==> config.mk <==
export PLATFORM = sky130hd
export DESIGN_NAME = ahbl_mem_arb
export DESIGN_NICKNAME = d
export VERILOG_FILES = /design/src/rtl/ahbl_mem_arb.sv
export SDC_FILE = /design/constraint.sdc
export NUM_CORES = 1
export LEC_CHECK = 0
export BUFFER_PORTS_ARGS = -buffer_cell sky130_fd_sc_hd__buf_4
export CORE_MARGIN = 4
export CORE_UTILIZATION = 39
export CTS_CLUSTER_SIZE = 8
export DETAILED_ROUTE_END_ITERATION = 7
export GPL_ROUTABILITY_DRIVEN = 0
export PLACE_DENSITY = 0.77
export SYNTH_ARGS = -nofsm -noshare
export SYNTH_HDL_FRONTEND = slang
export SYNTH_SLANG_ARGS = --single-unit
==> constraint.sdc <==
create_clock -name clk -period 1.6 [get_ports clk]
set_input_delay 0.24 -clock clk [delete_from_list [all_inputs] [get_ports clk]]
set_output_delay 0.24 -clock clk [all_outputs]
set_load 0.1 [all_outputs]
==> src/rtl/ahbl_mem_arb.sv <==
// ahbl_mem_arb: two-master AHB-lite arbiter in front of one memory controller.
//
// Master 0 (instruction side) and master 1 (data side) share one slave port.
// An uncontended request goes out to the slave in the same cycle it appears.
// A request that is sampled but cannot be issued yet is held in a one-entry
// pending buffer for that master. That master's hready stays low until the
// request is issued.
//
// Ports
//   clk, rst                  clock; synchronous active-high reset
//   m{0,1}_htrans/haddr/      master address phase
//     hwrite/hsize
//   m{0,1}_hwdata             master write data (data phase)
//   m{0,1}_hready/hrdata/     per-master response
//     hresp
//   s_htrans/haddr/hwrite/    shared slave request
//     hsize/hwdata
//   s_hready/hrdata/hresp     slave response
//
// Parameter RR_EN: 1 = round-robin on ties, 0 = fixed priority (M0 wins).
module ahbl_mem_arb #(
  parameter bit RR_EN = 1'b1
) (
  input  logic        clk,
  input  logic        rst,
  input  logic [1:0]  m0_htrans,
  input  logic [31:0] m0_haddr,
  input  logic        m0_hwrite,
  input  logic [2:0]  m0_hsize,
  input  logic [31:0] m0_hwdata,
  output logic        m0_hready,
  output logic [31:0] m0_hrdata,
  output logic        m0_hresp,
  input  logic [1:0]  m1_htrans,
  input  logic [31:0] m1_haddr,
  input  logic        m1_hwrite,
  input  logic [2:0]  m1_hsize,
  input  logic [31:0] m1_hwdata,
  output logic        m1_hready,
  output logic [31:0] m1_hrdata,
  output logic        m1_hresp,
  output logic [1:0]  s_htrans,
  output logic [31:0] s_haddr,
  output logic        s_hwrite,
  output logic [2:0]  s_hsize,
  output logic [31:0] s_hwdata,
  input  logic        s_hready,
  input  logic [31:0] s_hrdata,
  input  logic        s_hresp
);

  typedef enum logic [1:0] {OWN_NONE = 2'd0, OWN_M0 = 2'd1, OWN_M1 = 2'd2} owner_e;

  localparam logic [1:0] HT_IDLE   = 2'b00;
  localparam logic [1:0] HT_NONSEQ = 2'b10;

  // Pending buffers: one entry per master.
  logic        r_p0_vld, r_p1_vld;
  logic [31:0] r_p0_addr, r_p1_addr;
  logic        r_p0_write, r_p1_write;
  logic [2:0]  r_p0_size, r_p1_size;

  owner_e      r_dp_owner, w_dp_owner_nxt;
  logic        r_last_grant;          // 0 = M0, 1 = M1

  logic        w_m0_live, w_m1_live;
  logic        w_c0, w_c1;
  logic        w_issue;
  logic        w_grant;               // 0 = M0, 1 = M1

  // Per-master ready. A pending master is held off. The data-phase owner
  // follows the slave. Everyone else is idle and ready.
  assign m0_hready = r_p0_vld ? 1'b0 : (r_dp_owner == OWN_M0) ? s_hready : 1'b1;
  assign m1_hready = r_p1_vld ? 1'b0 : (r_dp_owner == OWN_M1) ? s_hready : 1'b1;

  assign m0_hrdata = (r_dp_owner == OWN_M0) ? s_hrdata : 32'h0;
  assign m1_hrdata = (r_dp_owner == OWN_M1) ? s_hrdata : 32'h0;
  assign m0_hresp  = (r_dp_owner == OWN_M0) ? s_hresp  : 1'b0;
  assign m1_hresp  = (r_dp_owner == OWN_M1) ? s_hresp  : 1'b0;

  // htrans[1] set means NONSEQ/SEQ. It is only sampled while hready is high.
  assign w_m0_live = m0_htrans[1] & m0_hready;
  assign w_m1_live = m1_htrans[1] & m1_hready;

  assign w_c0 = r_p0_vld | w_m0_live;
  assign w_c1 = r_p1_vld | w_m1_live;

  // Reset gates the issue so that an in-flight request never reaches the slave.
  assign w_issue = ~rst & s_hready & (w_c0 | w_c1);

  always_comb begin
    w_grant = 1'b0;
    if (w_c0 && w_c1) begin
      if (RR_EN) w_grant = ~r_last_grant;
      else       w_grant = 1'b0;
    end else begin
      w_grant = ~w_c0;
    end
  end

  always_comb begin
    s_htrans = HT_IDLE;
    s_haddr  = 32'h0;
    s_hwrite = 1'b0;
    s_hsize  = 3'h0;
    if (w_issue) begin
      s_htrans = HT_NONSEQ;
      if (w_grant) begin
        s_haddr  = r_p1_vld ? r_p1_addr  : m1_haddr;
        s_hwrite = r_p1_vld ? r_p1_write : m1_hwrite;
        s_hsize  = r_p1_vld ? r_p1_size  : m1_hsize;
      end else begin
        s_haddr  = r_p0_vld ? r_p0_addr  : m0_haddr;
        s_hwrite = r_p0_vld ? r_p0_write : m0_hwrite;
        s_hsize  = r_p0_vld ? r_p0_size  : m0_hsize;
      end
    end
  end

  always_comb begin
    s_hwdata = 32'h0;
    case (r_dp_owner)
      OWN_M0:  s_hwdata = m0_hwdata;
      OWN_M1:  s_hwdata = m1_hwdata;
      default: s_hwdata = 32'h0;
    endcase
  end

  // Data-phase owner: it moves only when the slave completes the current
  // phase (s_hready=1).
  always_comb begin
    w_dp_owner_nxt = r_dp_owner;
    if (s_hready) begin
      if (w_issue) w_dp_owner_nxt = w_grant ? OWN_M1 : OWN_M0;
      else         w_dp_owner_nxt = OWN_NONE;
    end
  end

  always_ff @(posedge clk) begin
    if (rst) r_dp_owner <= OWN_NONE;
    else     r_dp_owner <= w_dp_owner_nxt;
  end

  always_ff @(posedge clk) begin
    if (rst) begin
      r_p0_vld     <= 1'b0;
      r_p0_addr    <= 32'h0;
      r_p0_write   <= 1'b0;
      r_p0_size    <= 3'h0;
      r_p1_vld     <= 1'b0;
      r_p1_addr    <= 32'h0;
      r_p1_write   <= 1'b0;
      r_p1_size    <= 3'h0;
      r_last_grant <= 1'b1;
    end else begin
      if (w_issue && !w_grant) begin
        r_p0_vld <= 1'b0;
      end else if (w_m0_live) begin
        r_p0_vld   <= 1'b1;
        r_p0_addr  <= m0_haddr;
        r_p0_write <= m0_hwrite;
        r_p0_size  <= m0_hsize;
      end
      if (w_issue && w_grant) begin
        r_p1_vld <= 1'b0;
      end else if (w_m1_live) begin
        r_p1_vld   <= 1'b1;
        r_p1_addr  <= m1_haddr;
        r_p1_write <= m1_hwrite;
        r_p1_size  <= m1_hsize;
      end
      if (w_issue) r_last_grant <= w_grant;
    end
  end

  // A live request must never be sampled over an occupied pending entry.
  always_ff @(posedge clk) begin
    if (!rst) begin
      assert (!(r_p0_vld && w_m0_live));
      assert (!(r_p1_vld && w_m1_live));
    end
  end

endmodule
==> flow_summary.json, run 1 <==
{
  "cts_root_buf": "clkbuf_16",
  "portBuffers": 310,
  "cts_hold_buffers": 0,
  "die_h_um": 121.2,
  "async_reset_ff_frac": 0,
  "syn-cell-area_um2": 4997,
  "grt-ovfl-total": 853,
  "syn-num-nets": 805,
  "tool.error": "[ERROR GRT-0232] Routing congestion too high. Check the congestion heatmap in the GUI.",
  "haltStage": "global routing",
  "hpwl_mm": 18.35,
  "numCtsBuffers": 9,
  "die_w_um": 121.2,
  "synth_warnings": 0,
  "postSynthCellCount": 627,
  "crit_endpoint": "s_hsize[2]",
  "seq_area_frac_synth": 0.3085,
  "antenna_found_initial": 4,
  "yosys.area.top_type": "dfxtp_1",
  "num_rows": 41,
  "synth_edf_count": 0,
  "worst_endpoint_kind": "primary output",
  "initial_core_util": 0.3976,
  "avgSynthCellArea_um2": 7.970,
  "ys_ff_latch": 77,
  "htreeDepth": 3,
  "status": "did not finish",
  "ctsLongestPathBuffers": 2,
  "cts_sinks": 77,
  "dp_cells": 1115,
  "synth_top_area_share": 0.3085,
  "ys_top_cells_by_area": "dfxtp_1 (31%), mux2i_1 (14%), nand2_1 (11%)",
  "grt.total_usage": 0.9245,
  "grt_start_max_net_pins": 78,
  "io_pins": 314,
  "synthDistinctLibCells": 30,
  "synthTopCellsByCount": "nand2_1 (144), dfxtp_1 (77), mux2i_1 (72)",
  "yosysMostFrequentCell": "nand2_1",
  "dp_slack_ps": -323.5,
  "synthFlopType": "dfxtp_1"
}
==> cell families after synthesis <==
group / count (synthesis) / share of synthesized area
AOI/OAI and AO/OA: 157 / 0.2396
adders and majority gates: 2 / 0.005007
buffers and inverters: 64 / 0.07086
DFF: 77 / 0.3085
muxes: 72 / 0.1442
other: 1 / 0.0007504
and+or+nand+nor: 254 / 0.2311
==> layer usage <==
metal,global-route usage,GRT overflow
met5,0.2132,0
met4,1.084,274
met3,0.7240,5
met2,1.167,574
met1,0.8374,0
==> what timing repair did <==
item                                   in CTS
pin swaps                                  36
gates cloned                                6
endpoints found under the hold margin       0
resized for setup                         449
buffers inserted                           12
setup endpoints to repair                 144
==> metrics by stage <==
step,area (um^2),setup TNS (ps)
3_5_place_dp,8979,-14680
2_1_floorplan,6090,-19690
4_1_cts,11420,-54080
3_3_place_gp,8979,-11040
==> run 2, diff against run 1 <==
--- a/config.mk
+++ b/config.mk
@@ -6,12 +6,11 @@
 export NUM_CORES = 1
 export LEC_CHECK = 0
 export BUFFER_PORTS_ARGS = -buffer_cell sky130_fd_sc_hd__buf_4
-export CORE_MARGIN = 4
-export CORE_UTILIZATION = 39
-export CTS_CLUSTER_SIZE = 8
+export CORE_AREA = 4 4 121 123
 export DETAILED_ROUTE_END_ITERATION = 7
+export DIE_AREA = 0 0 125 127
 export GPL_ROUTABILITY_DRIVEN = 0
-export PLACE_DENSITY = 0.77
+export PLACE_DENSITY_LB_ADDON = 0.15
 export SYNTH_ARGS = -nofsm -noshare
 export SYNTH_HDL_FRONTEND = slang
 export SYNTH_SLANG_ARGS = --single-unit
==> constraint.sdc (replaced) <==
create_clock -name clk -period 2.1 [get_ports clk]
set_input_delay 0.315 -clock clk [delete_from_list [all_inputs] [get_ports clk]]
set_output_delay 0.315 -clock clk [all_outputs]
set_load 0.1 [all_outputs]
==> run 2 against run 1 <==
  * The flow now finishes, with violations (negative setup slack)
  * Synthesized cell count did not move
  * Synthesized area did not move
==> flow_summary.json, run 2 <==
{
  "async_reset_ff_frac": 0,
  "synth_warnings": 0,
  "reg2reg_to": "r_p1_addr[12]",
  "cts_tree": "yes",
  "worstSetupEndpoint": "s_haddr[29]",
  "num_rows": 43,
  "fin_nets": 1105,
  "crit_type": "flop to output pin",
  "first_global_vias": 5962,
  "syn-cell-area_um2": 4997,
  "ctsLongestPathBuffers": 2,
  "status": "finished, violations left",
  "yosysMostFrequentCell": "nand2_1",
  "synth_edf_count": 0,
  "diodes": 0,
  "seq_area_frac_synth": 0.3085,
  "drc": 0,
  "synth_top_area_share": 0.3085,
  "clk_pin_slew_ps": 60,
  "maxSlewHeadroom": 0.2404,
  "min_path_type": "input pin to flop",
  "vdd_drop_max_mv": 0.4911,
  "drt_pass1_iterations": 5,
  "hpwl_mm": 15.73,
  "p_sw_frac": 0.4095,
  "rsz0062_at_grt": "yes",
  "power_w": 0.006025,
  "crit_required_ps": 1780,
  "cts_root_buf": "clkbuf_16",
  "drt_iter0_markers": 334,
  "fin_ws_ps": -147.4,
  "rr_startpoint": "r_p0_vld",
  "p_per_area_nw_per_um2": 617.5,
  "synthDistinctLibCells": 30,
  "area_growth_pct": 95.27,
  "reg2reg_depth": 4,
  "coreArea_um2": 13670,
  "pwr-share-comb": 0.460,
  "arrival_ps": 1930,
  "p_int_w": 0.003558,
  "layout-drive-gt1-share": 0.6384,
  "fmax_ghz": 0.4450,
  "fin_worst_skew_ps": 6.397,
  "hold_viol_final": 0,
  "yosys.area.top_type": "dfxtp_1",
  "num_vias": 5896,
  "portBuffers": 310,
  "cts_hold_buffers": 0,
  "crit_start": "r_dp_owner[0]",
  "die_h_um": 127,
  "finalSetupViolCount": 44,
  "ys_ff_latch": 77,
  "antenna_found_initial": 0,
  "cts_sinks": 77,
  "cap_violations": 0,
  "avgSynthCellArea_um2": 7.970,
  "finalMaxSlewViolations": 0,
  "grt-ovfl-total": 0,
  "violations": "negative setup slack",
  "reg_top3": "r_p0_addr: 32 flops, r_p1_addr: 32 flops",
  "cp-end-kind": "output pin",
  "fin_cells": 1112,
  "grt.total_usage": 0.2642,
  "htreeDepth": 3,
  "dp_cells": 1078,
  "layout_common_cells": "buf_4 (261), nand2_1 (144), dfxtp_1 (73)",
  "power_switching_w": 0.002467,
  "final_common_cell": "buf_4",
  "wire_per_inst_um": 20.56,
  "drt-total-wl_mm": 22.86,
  "grt_start_max_net_pins": 78,
  "numCtsBuffers": 9,
  "grt_pass1_wl_mm": 33.50,
  "cp-start-kind": "flop",
  "clk_latency_ps": 330,
  "syn-num-nets": 805,
  "synthTopCellsByCount": "nand2_1 (144), dfxtp_1 (77), mux2i_1 (72)",
  "critPathMaxFanout": 14,
  "postSynthCellCount": 627,
  "post-route-period-util": 1.070,
  "seq_power_share": 0.270,
  "worst_pin_slew_ps": 1139,
  "reg2reg_slack_ps": 140,
  "io_pins": 314,
  "ys_top_cells_by_area": "dfxtp_1 (31%), mux2i_1 (14%), nand2_1 (11%)",
  "die_w_um": 125,
  "initial_core_util": 0.3657,
  "dieArea_um2": 15880,
  "ant_nets": 0,
  "synthFlopType": "dfxtp_1",
  "leakagePower_nw": 3.835,
  "clockPowerShare": 0.270,
  "vias_per_cell": 5.302,
  "fin_crit_ps": 2247
}
-- run 2: cell counts after synthesis --
No cell type changed its count.
-- run 2: worst min-delay path by stage --
stage | end | from | slack, ps | cells after the start
floorplan | r_p0_addr[0] | r_p0_addr[0] | 440 | 2
global placement | r_p0_write | r_p0_write | 440 | 2
detailed placement | r_p0_addr[23] | r_p0_addr[23] | 450 | 2
CTS | r_p0_addr[0] | m0_haddr[0] | 220 | 3
global route | r_p1_write | m1_hwrite | 230 | 3
finish | r_p1_write | m1_hwrite | 240 | 3
-- run 2: logic make-up after synthesis --
| kind of cell | after synthesis | synth area share |
|---|---|---|
| AOI/OAI and AO/OA | 157 | 0.2396 |
| adders and majority gates | 2 | 0.005007 |
| buffers and inverters | 64 | 0.07086 |
| DFF | 77 | 0.3085 |
| muxes | 72 | 0.1442 |
| other | 1 | 0.0007504 |
| and+or+nand+nor | 254 | 0.2311 |
-- run 2: layout make-up --
type | instances | area (um^2)
Sequential cell | 77 | 1546
Clock inverter | 3 | 42.54
Fill cell | 971 | 3908
Multi-Input combinational cell | 487 | 4089
Timing Repair Buffer | 347 | 3566
Inverter | 5 | 18.77
Tap cell | 180 | 225.2
Clock buffer | 13 | 270.3
-- run 2: worst max-delay path: stages, from the launching register on --
cell      delay, ps
dfxtp_2         330
inv_2            70
ha_4            160
nand2b_4         70
a21oi_4         160
o21ai_4         100
buf_12          140
buf_12          160
o22ai_4         200
buf_12          200
-- run 2: per-layer routing --
metal / vias up / wire (um) / GRT usage
li1: 2751 / - / -
met1: 2848 / 8763 / 0.3179
met2: 253 / 12080 / 0.4736
met3: 44 / 1351 / 0.05226
met4: 0 / 667 / 0.08737
met5: - / 0 / 0
-- run 2: what timing repair did --
action,in CTS,in global routing
gates cloned,4,3
gates resized for setup,152,71
pin swaps,33,22
buffers inserted,10,2
setup endpoints to repair,98,119
-- run 2: through the flow --
step | area (um^2) | setup TNS (ps) | worst slack (ps) | utilization | hold WS [ps]
2_1_floorplan | 5831 | -4334 | -270.9 | - | 436.0
3_3_place_gp | 8243 | 0 | 37.96 | 0.6032 | 441.4
3_5_place_dp | 8243 | 0 | 19.85 | 0.6032 | 448.1
4_1_cts | 9388 | -5936 | -141.5 | 0.6870 | 221.0
5_1_grt | 9758 | -7943 | -211.1 | 0.7141 | 227.4
6_report | 9758 | -4411 | -147.4 | 0.7141 | 237.9
-- run 2: power by group through the flow --
stage	combinational [W]	clock [W]	sequential [W]
finish	0.00277	0.00163	0.00163
global route	0.00289	0.00171	0.00164
CTS	0.00267	0.00165	0.00162
detailed placement	0.00245	0	0.00165
global placement	0.00242	0	0.00164
floorplan	0.00184	0	0.00163
No activity file was read; power rests on OpenSTA's default activity.
==> run 3, diff against run 2 <==
--- a/config.mk
+++ b/config.mk
@@ -10,7 +10,7 @@
 export DETAILED_ROUTE_END_ITERATION = 7
 export DIE_AREA = 0 0 125 127
 export GPL_ROUTABILITY_DRIVEN = 0
-export PLACE_DENSITY_LB_ADDON = 0.15
+export PLACE_DENSITY = 0.78
 export SYNTH_ARGS = -nofsm -noshare
 export SYNTH_HDL_FRONTEND = slang
 export SYNTH_SLANG_ARGS = --single-unit
==> run 3 against run 2 <==
  * Worst setup slack better by 12 ps
  * Global-route usage grew 0.86 points
  * Critical endpoint is now s_haddr[20]
  * Flip-flop and latch count did not move
  * Die area stayed put
  * Critical path type unchanged
  * The flow still finishes with violations (negative setup slack)
  * Count of clock-buffer cells in the layout is 2 lower
  * Via count is 0.80% lower
  * Critical path depth is the same
==> flow_summary.json, run 3 (same netlist as run 2, synthesis figures left out) <==
{
  "cts_sinks": 77,
  "coreArea_um2": 13670,
  "final_common_cell": "buf_4",
  "dp_slack_ps": 56.06,
  "area_growth_pct": 90.06,
  "numCtsBuffers": 9,
  "cts_root_buf": "clkbuf_16",
  "cp_top_family": "buffers and inverters",
  "htreeDepth": 3,
  "reg2reg_slack_ps": 360,
  "clk_latency_ps": 330,
  "fin_nets": 1103,
  "path_buf_inv": 4,
  "drt_pass1_iterations": 4,
  "crit_type": "flop to output pin",
  "drt-total-wl_mm": 23.35,
  "violations": "negative setup slack",
  "reg_top3": "r_p0_addr: 32 flops, r_p1_addr: 32 flops",
  "die_h_um": 127,
  "drc": 0,
  "cap_violations": 0,
  "wire_per_inst_um": 20.99,
  "grt_use_met3": 0.06605,
  "grt.total_usage": 0.2729,
  "fin_ws_ps": -135.2,
  "cp-start-kind": "flop",
  "maxSlewHeadroom": 0.5307,
  "dieArea_um2": 15880,
  "ant_nets": 0,
  "max_stage_delay_ps": 360,
  "finalMaxSlewViolations": 0,
  "reg2reg_depth": 8,
  "grt_util_met1": 0.3276,
  "io_pins": 314,
  "fillers": 1061,
  "crit_start": "r_dp_owner[1]",
  "cp_common_cell": "buf_12",
  "worstSetupEndpoint": "s_haddr[20]",
  "grt_start_max_net_pins": 66,
  "rsz0062_at_grt": "yes",
  "crit_path_cell_trace": "inv_4 -> ha_4 -> nand2b_4 -> a21oi_4 -> o21ai_4 -> buf_12 -> buf_16 -> o22ai_4 -> buf_12",
  "layout_common_cells": "buf_4 (259), nand2_1 (144), dfxtp_1 (73)",
  "ctsLongestPathBuffers": 2,
  "num_vias": 5849,
  "clk_pin_slew_ps": 60,
  "worst_pin_slew_ps": 703.9,
  "fin_crit_ps": 2235,
  "die_w_um": 125,
  "vias_per_cell": 5.260,
  "cp.depth": 9,
  "portBuffers": 310,
  "num_rows": 43,
  "antenna_found_initial": 3,
  "status": "finished, violations left",
  "grt_pass1_wl_mm": 33.86,
  "arrival_ps": 1920,
  "first_global_vias": 5714,
  "finalSetupViolCount": 36,
  "critPathMaxFanout": 7,
  "hpwl_mm": 16.07,
  "power_w": 0.005886,
  "rr_startpoint": "r_dp_owner[0]",
  "vdd_drop_max_mv": 0.3907,
  "p_per_area_nw_per_um2": 619.8,
  "reg2reg_to": "r_p1_addr[4]",
  "initial_core_util": 0.3657,
  "fin_worst_skew_ps": 7.969,
  "cp_slowest_cell": "dfxtp_4",
  "hold_viol_final": 0,
  "layout-drive-gt1-share": 0.6161,
  "min_path_type": "input pin to flop",
  "cp-end-kind": "output pin",
  "met2_usage": 0.4824,
  "cts_tree": "yes",
  "post-route-period-util": 1.064,
  "leakagePower_nw": 3.786,
  "drt_iter0_markers": 341,
  "top_usage_layer": "met2",
  "fmax_ghz": 0.4474,
  "grt-ovfl-total": 0,
  "crit_required_ps": 1780
}
[run 3: worst min path at each step]
stage | cells after the start | slack [ps] | startpoint | endpoint
floorplan | 2 | 440 | r_p0_addr[0] | r_p0_addr[0]
global placement | 2 | 440 | r_p0_write | r_p0_write
detailed placement | 2 | 450 | r_p0_addr[2] | r_p0_addr[2]
CTS | 3 | 230 | m1_haddr[21] | r_p1_addr[21]
global route | 3 | 230 | m0_haddr[2] | r_p0_addr[2]
finish | 3 | 240 | m0_haddr[1] | r_p0_addr[1]
[run 3: layout make-up]
type / instances / area, um^2 / share of cell area
Sequential cell: 77 / 1549 / 0.1631
Clock buffer: 11 / 242.7 / 0.02556
Clock inverter: 5 / 50.05 / 0.005269
Multi-Input combinational cell: 486 / 3963 / 0.4172
Inverter: 5 / 21.27 / 0.002239
Tap cell: 180 / 225.2 / 0.02371
Antenna cell: 2 / 5.005 / 0.0005269
Timing Repair Buffer: 346 / 3442 / 0.3624
[run 3: power breakdown]
| group | internal, W | switching, W | leakage [nW] | total (W) |
|---|---|---|---|---|
| logic | 0.000954 | 0.00177 | 3.00 | 0.00273 |
| clock network | 0.000944 | 0.000589 | 0.149 | 0.00153 |
| registers | 0.00156 | 0.0000623 | 0.633 | 0.00162 |
[run 3: worst min-delay path: cells and delay by family]
family	cells	cell delay (ps)
buffers and inverters	1	110
AO/OA/AOI/OAI	1	50
AND/OR/NAND/NOR	1	50
[run 3: through the flow]
step | utilization | area [um^2] | std cells | hold WS [ps] | TNS [ps]
floorplan | - | 5831 | 627 | 436.0 | -4334
global placement | 0.6078 | 8305 | 1078 | 441.1 | 0
detailed placement | 0.6078 | 8305 | 1078 | 446.5 | 0
CTS | 0.6738 | 9208 | 1103 | 225.9 | -4034
global route | 0.6950 | 9498 | 1112 | 232.5 | -6848
finish | 0.6950 | 9498 | 1112 | 240.0 | -4018
[run 3: per-layer routing]
layer | vias up | part of all wire
li1 | 2750 | -
met1 | 2824 | 0.39
met2 | 235 | 0.51
met3 | 38 | 0.065
met4 | 2 | 0.029
met5 | - | 0.00056
[run 3: timing repair]
| action | CTS | global route |
|---|---|---|
| cloned | 2 | 5 |
| pin swaps | 22 | 10 |
| setup buffers | 8 | 4 |
| hold buffers | 0 | 0 |
| endpoints found under the setup margin | 57 | 63 |
| resized for setup | 123 | 47 |
==> run 4, diff against run 3 <==
==> config.mk (replaced) <==
export PLATFORM = sky130hd
export DESIGN_NAME = ahbl_mem_arb
export DESIGN_NICKNAME = d
export VERILOG_FILES = /design/src/rtl/ahbl_mem_arb.sv
export SDC_FILE = /design/constraint.sdc
export NUM_CORES = 1
export LEC_CHECK = 0
export ABC_AREA = 1
export BUFFER_PORTS_ARGS = -buffer_cell sky130_fd_sc_hd__buf_4
export CORE_MARGIN = 4
export CORE_UTILIZATION = 40
export DETAILED_ROUTE_END_ITERATION = 7
export GPL_ROUTABILITY_DRIVEN = 0
export PLACE_DENSITY = 0.82
export SYNTH_ARGS = -nofsm -noshare
export SYNTH_HDL_FRONTEND = slang
export SYNTH_SLANG_ARGS = --single-unit
==> run 4 against run 3 <==
  * Global-route usage rose by 2.5 points
  * Non-clock buffer count rose by 25
  * Fmax fell by 5.9%
  * Largest cell class unchanged
  * Flip-flop and latch count did not move
  * Register-to-register slack got worse by 340 ps
  * The run still ends with negative setup slack left
  * Sequential power rose by 4%
  * Final cell count rose by 20%
  * Clock power fell by 7%
  * Utilization rose by 8.6 points
  * Critical path depth rose by 2
  * Clock skew fell by 2.8 ps
==> flow_summary.json, run 4 <==
{
  "drt_iter0_markers": 459,
  "clk_pin_slew_ps": 50,
  "crit_required_ps": 1780,
  "ys_top_cells_by_area": "dfxtp_1 (30%), nand2_1 (15%), inv_1 (8.2%)",
  "grt_start_max_net_pins": 66,
  "dp_slack_ps": -32.41,
  "cts_tree": "yes",
  "num_vias": 6737,
  "first_global_vias": 6609,
  "grt_pass1_wl_mm": 34.76,
  "maxSlewHeadroom": 0.6608,
  "async_reset_ff_frac": 0,
  "cp-end-kind": "output pin",
  "layout-drive-gt1-share": 0.4127,
  "coreArea_um2": 12570,
  "vias_per_cell": 5.046,
  "hpwl_mm": 15.67,
  "critPathMaxFanout": 8,
  "crit_type": "flop to output pin",
  "cap_violations": 0,
  "wire_per_inst_um": 16.90,
  "cts_root_buf": "clkbuf_16",
  "clk_latency_ps": 330,
  "reg2reg_slack_ps": 20,
  "violations": "negative setup slack",
  "syn-num-nets": 1023,
  "synth_edf_count": 0,
  "synthTopCellsByCount": "nand2_1 (208), inv_1 (112), nor2_1 (111)",
  "fin_tns_setup_ps": -17370,
  "arrival_ps": 2060,
  "yosysMostFrequentCell": "nand2_1",
  "area_growth_pct": 92.35,
  "grt.total_usage": 0.2983,
  "syn-cell-area_um2": 5105,
  "initial_core_util": 0.4062,
  "worst_pin_slew_ps": 508.8,
  "num_rows": 41,
  "cts_sinks": 77,
  "fillers": 871,
  "cp-start-kind": "flop",
  "drt_pass1_iterations": 5,
  "postLayoutCellArea_um2": 9819,
  "status": "finished, violations left",
  "reg2reg_depth": 14,
  "leakagePower_nw": 4.836,
  "vdd_drop_max_mv": 0.4293,
  "ctsLongestPathBuffers": 2,
  "hold_viol_final": 0,
  "fmax_ghz": 0.4210,
  "min_path_type": "input pin to flop",
  "p_per_area_nw_per_um2": 618.3,
  "diodes": 0,
  "portBuffers": 310,
  "grt-ovfl-total": 0,
  "crit_start": "r_dp_owner[0]",
  "placed_area_um2": 8665,
  "avgSynthCellArea_um2": 6.041,
  "synthFlopType": "dfxtp_1",
  "ant_nets": 0,
  "numCtsBuffers": 9,
  "fin_worst_skew_ps": 5.181,
  "reg2reg_to": "r_p0_addr[26]",
  "dieArea_um2": 14630,
  "ys_ff_latch": 77,
  "htreeDepth": 3,
  "yosys.area.top_type": "dfxtp_1",
  "drt-total-wl_mm": 22.56,
  "finalSetupViolCount": 87,
  "drc": 0,
  "io_pins": 314,
  "fin_nets": 1338,
  "finalMaxSlewViolations": 0,
  "reg_top3": "r_p0_addr: 32 flops, r_p1_addr: 32 flops",
  "antenna_found_initial": 0,
  "final_common_cell": "buf_4",
  "die_w_um": 121.0,
  "synth_warnings": 0,
  "layout_common_cells": "buf_4 (289), nand2_1 (205), nor2_1 (109)",
  "postSynthCellCount": 845,
  "fin_crit_ps": 2375,
  "synthDistinctLibCells": 26,
  "synth_top_area_share": 0.3020,
  "die_h_um": 121.0,
  "worstSetupEndpoint": "s_hsize[2]",
  "fin_ws_ps": -275.4,
  "rsz0062_at_grt": "yes",
  "seq_area_frac_synth": 0.3020,
  "rr_startpoint": "r_dp_owner[0]",
  "holdWs_ps": 188.3,
  "post-route-period-util": 1.131
}
-- run 4: changes by cell type in the layout (fill, tap and decap cells not counted), sizes merged, moves of 32 or more --
| cell | delta |
|---|---|
| o21ai | +70 |
| inv | +111 |
| mux2i | -36 |
| nand3 | +38 |
| nor2 | +77 |
| a22oi | -32 |
| nand2 | +66 |
| and2 | -68 |
-- run 4: per-stage QoR --
stage / total power [W] / util / instances
floorplan: 0.003651 / - / 845
global placement: 0.004323 / 0.6894 / 1298
detailed placement: 0.004364 / 0.6894 / 1298
CTS: 0.006019 / 0.7695 / 1330
global route: 0.006335 / 0.7813 / 1335
finish: 0.006071 / 0.7813 / 1335
-- run 4: worst max-delay path, stage by stage, from the launching register on --
cell	delay, ps
dfxtp_2	320
buf_4	130
ha_4	160
nand2_4	60
a21oi_4	60
a21oi_2	130
buf_6	130
nand2_8	80
buf_16	170
buf_12	150
o22ai_4	130
buf_12	200
-- run 4: what timing repair did --
item                                    in CTS  in global routing
gates resized for setup                    132                 53
hold endpoints to repair                     0                  0
cloned                                       2                  0
buffers inserted                            16                  6
pin swaps                                    7                  6
hold buffers                                 0                  0
endpoints found under the setup margin      93                160
-- run 4: layout make-up --
cell class | instances | area [um^2] | share of cell area
Sequential cell | 77 | 1548 | 0.1576
Multi-Input combinational cell | 585 | 3729 | 0.3797
Inverter | 116 | 437.9 | 0.04460
Clock inverter | 2 | 10.01 | 0.001019
Timing Repair Buffer | 371 | 3623 | 0.3690
Clock buffer | 12 | 256.5 | 0.02612
Tap cell | 172 | 215.2 | 0.02192
-- run 4: where the power goes --
group          switching (W)  leakage [nW]  internal, W  total, W
combinational        0.00191          4.06      0.00106   0.00297
clock               0.000572         0.134     0.000847   0.00142
sequential         0.0000802         0.639      0.00161   0.00169
total                0.00256          4.84      0.00351   0.00607
-- run 4: how the worst min path moves through the flow --
stage                              from             to  slack [ps]  cells after the start
after floorplan                     rst  r_dp_owner[1]         380                      1
after global placement    r_p1_addr[29]  r_p1_addr[29]         450                      2
after detailed placement  r_p1_addr[29]  r_p1_addr[29]         470                      2
after CTS                           rst  r_dp_owner[1]         170                      2
after global routing                rst  r_dp_owner[1]         180                      2
final                               rst  r_dp_owner[1]         190                      2
-- run 4: cell families after synthesis --
logic type / share of synthesized area
and+or+nand+nor: 0.2806
AOI/OAI and AO/OA: 0.1907
buffers and inverters: 0.1505
DFF: 0.3020
muxes: 0.07059
adders and majority gates: 0.004901
other: 0.0007346
-- run 4: layer usage --
metal  vias up  GRT usage  part of all wire
li1       3306          -                 -
met2       292     0.4908              0.48
met3        75     0.1026             0.096
met1      3064     0.3511              0.37
met4         0     0.1317             0.047
met5         -          0                 0
